File: config.mk
export PLATFORM = sky130hd
export DESIGN_NAME = muldiv_unit
export DESIGN_NICKNAME = d
export VERILOG_FILES = /design/src/rtl/muldiv_unit.sv
export SDC_FILE = /design/constraint.sdc
export NUM_CORES = 1
export LEC_CHECK = 0
export CAP_MARGIN = 40
export CORE_ASPECT_RATIO = 1.5
export CORE_UTILIZATION = 45
export DETAILED_ROUTE_END_ITERATION = 16
export PLACE_DENSITY = 0.76
export SKIP_LAST_GASP = 1
export SYNTH_ARGS = -nofsm -noshare
export SYNTH_HDL_FRONTEND = slang
export SYNTH_SLANG_ARGS = --single-unit
export TNS_END_PERCENT = 20
File: constraint.sdc
create_clock -name clk -period 5.9 [get_ports clk]
set_input_delay 0.59 -clock clk [delete_from_list [all_inputs] [get_ports clk]]
set_output_delay 0.59 -clock clk [all_outputs]
set_load 0.01 [all_outputs]
File: src/rtl/muldiv_unit.sv
// rtl/muldiv_unit.sv - iterative RV32M multiply/divide unit (1 bit per cycle)
// Shift-add multiply and restoring divide on operand magnitudes; signs fixed on the final value.
module muldiv_unit #(
  parameter int XLEN = 32
) (
  input  logic            clk,
  input  logic            rst_n,
  input  logic            req_valid,
  output logic            req_ready,
  input  logic [2:0]      op,
  input  logic [XLEN-1:0] src_a,
  input  logic [XLEN-1:0] src_b,
  input  logic            flush,
  output logic            resp_valid,
  input  logic            resp_ready,
  output logic [XLEN-1:0] result,
  output logic            busy
);

  localparam int CW = $clog2(XLEN) + 1;
  localparam logic [CW-1:0]   LP_LAST = CW'(XLEN);
  localparam logic [XLEN-1:0] LP_MIN  = {1'b1, {(XLEN-1){1'b0}}};

  typedef enum logic [1:0] {S_IDLE, S_CALC, S_DONE} state_t;

  state_t          r_state, w_state_nxt;
  logic [2:0]      r_op;
  logic            r_neg;
  logic [XLEN-1:0] r_b, r_hi, r_lo, r_result;
  logic [CW-1:0]   r_count;

  logic            w_accept, w_a_signed, w_b_signed, w_a_neg, w_b_neg, w_neg_res;
  logic            w_div0, w_ovf, w_special, w_last;
  logic [XLEN-1:0] w_a_mag, w_b_mag, w_special_res, w_hi_nxt, w_lo_nxt;
  logic [XLEN-1:0] w_div_sel, w_div_fix, w_final;
  logic [XLEN:0]   w_mul_sum, w_div_trial;
  logic [2*XLEN-1:0] w_prod, w_prod_fix;
  logic [CW-1:0]   w_count_nxt;

  // Request decode: op[2] selects divide, op[0]==0 marks signed divide ops.
  assign w_accept   = req_valid && (r_state == S_IDLE) && !flush;
  assign w_a_signed = op[2] ? ~op[0] : (op[1:0] == 2'd1 || op[1:0] == 2'd2);
  assign w_b_signed = op[2] ? ~op[0] : (op[1:0] == 2'd1);
  assign w_a_neg    = w_a_signed & src_a[XLEN-1];
  assign w_b_neg    = w_b_signed & src_b[XLEN-1];
  assign w_a_mag    = w_a_neg ? -src_a : src_a;
  assign w_b_mag    = w_b_neg ? -src_b : src_b;
  assign w_neg_res  = (op[2] && op[1]) ? w_a_neg : (w_a_neg ^ w_b_neg);

  assign w_div0        = op[2] && (src_b == '0);
  assign w_ovf         = op[2] && !op[0] && (src_a == LP_MIN) && (src_b == '1);
  assign w_special     = w_div0 || w_ovf;
  assign w_special_res = w_div0 ? (op[1] ? src_a : '1) : (op[1] ? '0 : LP_MIN);

  // r_hi/r_lo hold accumulator/multiplier for MUL and remainder/dividend-quotient for DIV.
  assign w_mul_sum   = {1'b0, r_hi} + (r_lo[0] ? {1'b0, r_b} : '0);
  assign w_div_trial = {r_hi, r_lo[XLEN-1]} - {1'b0, r_b};

  always_comb begin
    w_hi_nxt = r_hi;
    w_lo_nxt = r_lo;
    if (r_op[2]) begin
      if (!w_div_trial[XLEN]) begin
        w_hi_nxt = w_div_trial[XLEN-1:0];
        w_lo_nxt = {r_lo[XLEN-2:0], 1'b1};
      end else begin
        w_hi_nxt = {r_hi[XLEN-2:0], r_lo[XLEN-1]};
        w_lo_nxt = {r_lo[XLEN-2:0], 1'b0};
      end
    end else begin
      w_hi_nxt = w_mul_sum[XLEN:1];
      w_lo_nxt = {w_mul_sum[0], r_lo[XLEN-1:1]};
    end
  end

  assign w_prod      = {w_hi_nxt, w_lo_nxt};
  assign w_prod_fix  = r_neg ? -w_prod : w_prod;
  assign w_div_sel   = r_op[1] ? w_hi_nxt : w_lo_nxt;
  assign w_div_fix   = r_neg ? -w_div_sel : w_div_sel;
  assign w_final     = r_op[2] ? w_div_fix :
                       (r_op[1:0] == 2'd0) ? w_prod_fix[XLEN-1:0] : w_prod_fix[2*XLEN-1:XLEN];
  assign w_count_nxt = r_count + 1'b1;
  assign w_last      = (w_count_nxt == LP_LAST);

  always_ff @(posedge clk) begin
    if (!rst_n) r_state <= S_IDLE;
    else        r_state <= w_state_nxt;
  end

  always_comb begin
    w_state_nxt = r_state;
    if (flush) begin
      w_state_nxt = S_IDLE;
    end else begin
      case (r_state)
        S_IDLE:  if (req_valid) w_state_nxt = w_special ? S_DONE : S_CALC;
        S_CALC:  if (w_last) w_state_nxt = S_DONE;
        S_DONE:  if (resp_ready) w_state_nxt = S_IDLE;
        default: w_state_nxt = S_IDLE;
      endcase
    end
  end

  always_comb begin
    req_ready  = (r_state == S_IDLE);
    busy       = (r_state != S_IDLE);
    resp_valid = (r_state == S_DONE);
    result     = (r_state == S_DONE) ? r_result : '0;
  end

  always_ff @(posedge clk) begin
    if (!rst_n) begin
      r_op     <= '0;
      r_neg    <= 1'b0;
      r_b      <= '0;
      r_hi     <= '0;
      r_lo     <= '0;
      r_count  <= '0;
      r_result <= '0;
    end else if (w_accept) begin
      r_op     <= op;
      r_neg    <= w_neg_res;
      r_b      <= w_b_mag;
      r_hi     <= '0;
      r_lo     <= w_a_mag;
      r_count  <= '0;
      r_result <= w_special ? w_special_res : '0;
    end else if (r_state == S_CALC && !flush) begin
      r_hi    <= w_hi_nxt;
      r_lo    <= w_lo_nxt;
      r_count <= w_count_nxt;
      if (w_last) r_result <= w_final;
    end
  end

endmodule

==> run_results.csv <==
group,metric,value,unit
clock_tree,cts_buffers,17,
place,post-place-ws,132,ps
place,dp_hpwl,58900,microns
critical_path,cp_data_arrival_time,6250,ps
grt,grt_pass1_vias,19155,
critical_path,path_max_fanout,7,
die,start_util,45.6,%
clock_tree,cts-root-buf,"clkbuf_16",
clock_tree,cts_tree,"yes",
pwr,powerDensity,190,nW/um^2
logic_synthesis,async_flop_share,0,%
detailed_routing,via_per_inst,6.65,
cells_and_area,syn2layout_area_growth,14.1,%
clock_tree,cts_sinks,140,
critical_path,cp.required,6310,ps
timing,drv_slew,0,
logic_synthesis,yosys.area_share.simple,26.3,%
logic_synthesis,synth_top_cell_area_share,16.3,%
timing,tightestPinTransition,907,ps
logic_synthesis,ys_seq_area_share,16.3,%
logic_synthesis,synth_seq_cells,140,
pwr,ir_drop,0.181,mV
detailed_routing,via_count,20191,
timing,fmax,0.171,GHz
detailed_routing,drt_wl_total,76100,microns
cells_and_area,multiInputGateArea,13400,sq um
critical_path,critical_path.startpoint,"r_lo[31]",
logic_synthesis,synthXorXnorAreaFrac,8.61,%
logic_synthesis,synth_nets,2618,
timing,setup_slack,62.2,ps
grt,grt_pass1_wl,113000,microns
cells_and_area,nNetsFinal,2676,
logic_synthesis,syn_avg_cell_area,6.95,sq um
grt,grt_overflow,0,
min_path,hold_path_class,"register to register",
cells_and_area,nFillCells,3790,
timing,period_needed,5840,ps
clock_tree,clock_latency,470,ps
place,place_area,19000,sq um
logic_synthesis,synth_edf_count,0,
detailed_routing,post_drt_wl_per_cell,25.1,microns
clock_tree,cts_setup_buffers,0,
logic_synthesis,synth_compound_area_share,33.8,%
run_status,status,"finished, final reports clean",
critical_path,critPathMostFrequentCell,"nor2_1",
critical_path,worstRegToRegCells,23,
place,port_buffers,106,
timing,final-setup-viol-count,0,
logic_synthesis,synth_fa_ha_area_share,5.40,%
timing,skew,11.0,ps
critical_path,crit_family,"compound AO/OA/AOI/OAI gates",
critical_path,cpPeakStageDelay,500,ps
cells_and_area,seq_area,2810,sq um
timing,maxSlewHeadroom,39.0,%
min_path,min_from,"r_count[1]",
logic_synthesis,syn_area,17200,sq um
logic_synthesis,ys_types,102,
logic_synthesis,synth_mux_area_share,3.86,%
grt,grt_max_degree,72,
clock_tree,clk_pin_slew_worst_paths,70,ps
die,dieWidth,162,microns
flow_run,drv_cap,0,
critical_path,worstReg2RegStart,"r_lo[31]",
die,die_h,241,microns
timing,whs,484,ps
critical_path,path_buf_inv,2,
timing,finalHoldViolCount,0,
critical_path,crit_cells,23,
place,gp_congestion,1.03,
clock_tree,cts_buffer_depth,2,
detailed_routing,drtIter0Drc,2114,
logic_synthesis,synth_top_family_by_area,"compound AO/OA/AOI/OAI gates",
cells_and_area,design_area,19600,sq um
clock_tree,cts_max_level,4,
die,rows,87,
die,dieArea,39000,sq um
critical_path,crit_type,"register to register",
critical_path,cp-start-kind,"register",
pwr,leakagePower,7.70,nW
grt,gr-usage-all-layers,38.3,%
die,ios,107,
critical_path,critPathSlowestCell,"a2111oi_0",
detailed_routing,drtPass1Iterations,8,
detailed_routing,drc,0,
logic_synthesis,ys_top_cells_by_area,"dfxtp_1, nand2_1, a21oi_1, o21ai_0, ha_1",
critical_path,crit_chain,"inv_1 > ha_1 > inv_1 > fa_1 > a211oi_2 > o21ai_1 > and3_1 > o21ai_4 > a21oi_4 > nor2_1 > nor2_1 > ha_1 > o2111ai_1 > nor3_2 > a21oi_1 > nor2_1 > nor2_1 > a211o_1 > or2_1 > o31a_1 > xnor2_1 > a2111oi_0 > o221a_2",
clock_tree,postCtsHoldBufs,0,
logic_synthesis,synth_area_leader_cell,"dfxtp_1",
cells_and_area,final_cell_count_no_fill,3034,
die,coreArea,37700,sq um
logic_synthesis,synth-warning-count,0,
timing,rsz0062_at_grt,"yes",
logic_synthesis,yosys_most_used_dff,"dfxtp_1",
place,dp.cells,3001,
min_path,hold_depth,2,
grt,antenna_found_initial,3,
timing,finalCritPeriodShare,98.9,%
critical_path,crit_path_end_kind,"register",
detailed_routing,ant_nets,0,
logic_synthesis,synth_cells,2473,
cells_and_area,final_layout_size_suffix_gt1_share,8.57,%
[where the power goes]
part | internal [mW] | switching (mW)
Clock | 0.663 | 0.531
Sequential | 0.991 | 0.0664
Combinational | 0.534 | 0.943
Total | 2.19 | 1.54
[synthesized netlist by cell type, drive strengths merged, types with 18 or more instances]
library cell / number
nand2: 288
clkbuf: 112
dfxtp: 140
mux2i: 46
or3: 28
nor3: 65
o21ai: 207
nor2b: 20
and2: 108
mux2: 18
nor2: 202
inv: 80
o211ai: 45
a21oi: 214
nand4: 33
o21a: 23
and3: 22
nor4: 25
buf: 53
a31oi: 52
o211a: 36
o31ai: 33
a211oi: 52
xor2: 75
xnor2: 94
ha: 71
a21o: 32
nand3: 55
[cell type report]
type	count	area share, %
clock buffers	18	2.30
diodes	1	0.0128
inverters	81	1.55
flip-flops and latches	140	14.3
repair buffers	204	9.34
well taps	489	3.12
multi-input cells	2087	68.5
clock inverters	14	0.862
[worst register-to-register path, cell delays in order, from the launching register on]
cell and delay (ps):
dfxtp_1 430, inv_1 120, ha_1 240, inv_1 80, fa_1 300, a211oi_2 120
o21ai_1 420, and3_1 310, o21ai_4 120, a21oi_4 240, nor2_1 110, nor2_1 280
ha_1 280, o2111ai_1 260, nor3_2 300, a21oi_1 140, nor2_1 140, nor2_1 80
a211o_1 320, or2_1 240, o31a_1 350, xnor2_1 150, a2111oi_0 500, o221a_2 270
[flip-flops by register name, indices dropped and copies added, names as in the netlist]
signal and flops:
r_op 3, r_count 6, r_state 2, r_hi 32, r_result 32, r_lo 32
r_neg 1, r_b 32
[metrics by stage]
| step | TNS [ps] | utilization, % | total power, mW |
|---|---|---|---|
| 2_1_floorplan | 0 | - | 1.99 |
| 3_3_place_gp | 0 | 50.2 | 2.48 |
| 3_5_place_dp | 0 | 50.4 | 2.49 |
| 4_1_cts | 0 | 52.0 | 3.67 |
| 5_1_grt | -74.4 | 52.0 | 3.85 |
| 6_report | 0 | 52.0 | 3.73 |
[per-layer routing]
metal	vias to the layer above	GRT usage, %	share of wire, %	wire (microns)
li1	9221	-	-	-
met1	9581	42.4	38	28500
met2	1063	65.0	47	35500
met3	322	5.55	6.7	5100
met4	4	32.5	9.1	6890
met5	-	0	0.030	23
[final timing paths]
check | to | slack, ps
max | r_result[22] | 60
min | r_count[1] | 480
max reg2reg | r_result[22] | 60
min reg2reg | r_count[1] | 480
[cell usage in the layout, fill, tap and decap left out, types with 10 or more instances in the layout]
cell type	n
xnor2_1	94
inv_1	80
dfxtp_1	137
clkdlybuf4s50_1	105
a211o_1	14
nand2b_1	10
buf_4	95
o31ai_1	31
and2_1	106
mux2_2	18
a211oi_1	49
a21o_1	32
o21a_1	23
a31oi_1	52
a31o_2	13
nand4_1	33
o21bai_1	12
or3_1	27
nor2b_1	19
nand2_1	288
a221oi_1	13
nor3_1	63
xor2_1	75
mux2i_1	46
a21oi_1	210
o211a_1	36
and3_1	22
ha_1	71
o211ai_1	44
clkbuf_16	18
a21boi_0	12
o221ai_1	11
nor2_1	200
nand3_1	53
or4_1	11
nor4_1	21
o21ai_0	199
[repair_timing]
item | 4_1_cts | 5_1_grt
gates resized for setup | 0 | 5
endpoints found under the setup margin | 0 | 9
endpoints found under the hold margin | 0 | 0
[cells by family (layout without fill, tap and decap cells)]
kind of cell	after synthesis	after routing
multiplexers	64	64
AND/OR/NAND/NOR	915	915
XOR/XNOR	169	169
buffers and inverters	246	317
AO/OA/AOI/OAI	866	866
other	0	1
adder cells (fa/ha/maj)	73	73
flip-flops	140	140
No activity file was read; power rests on OpenSTA's default activity.
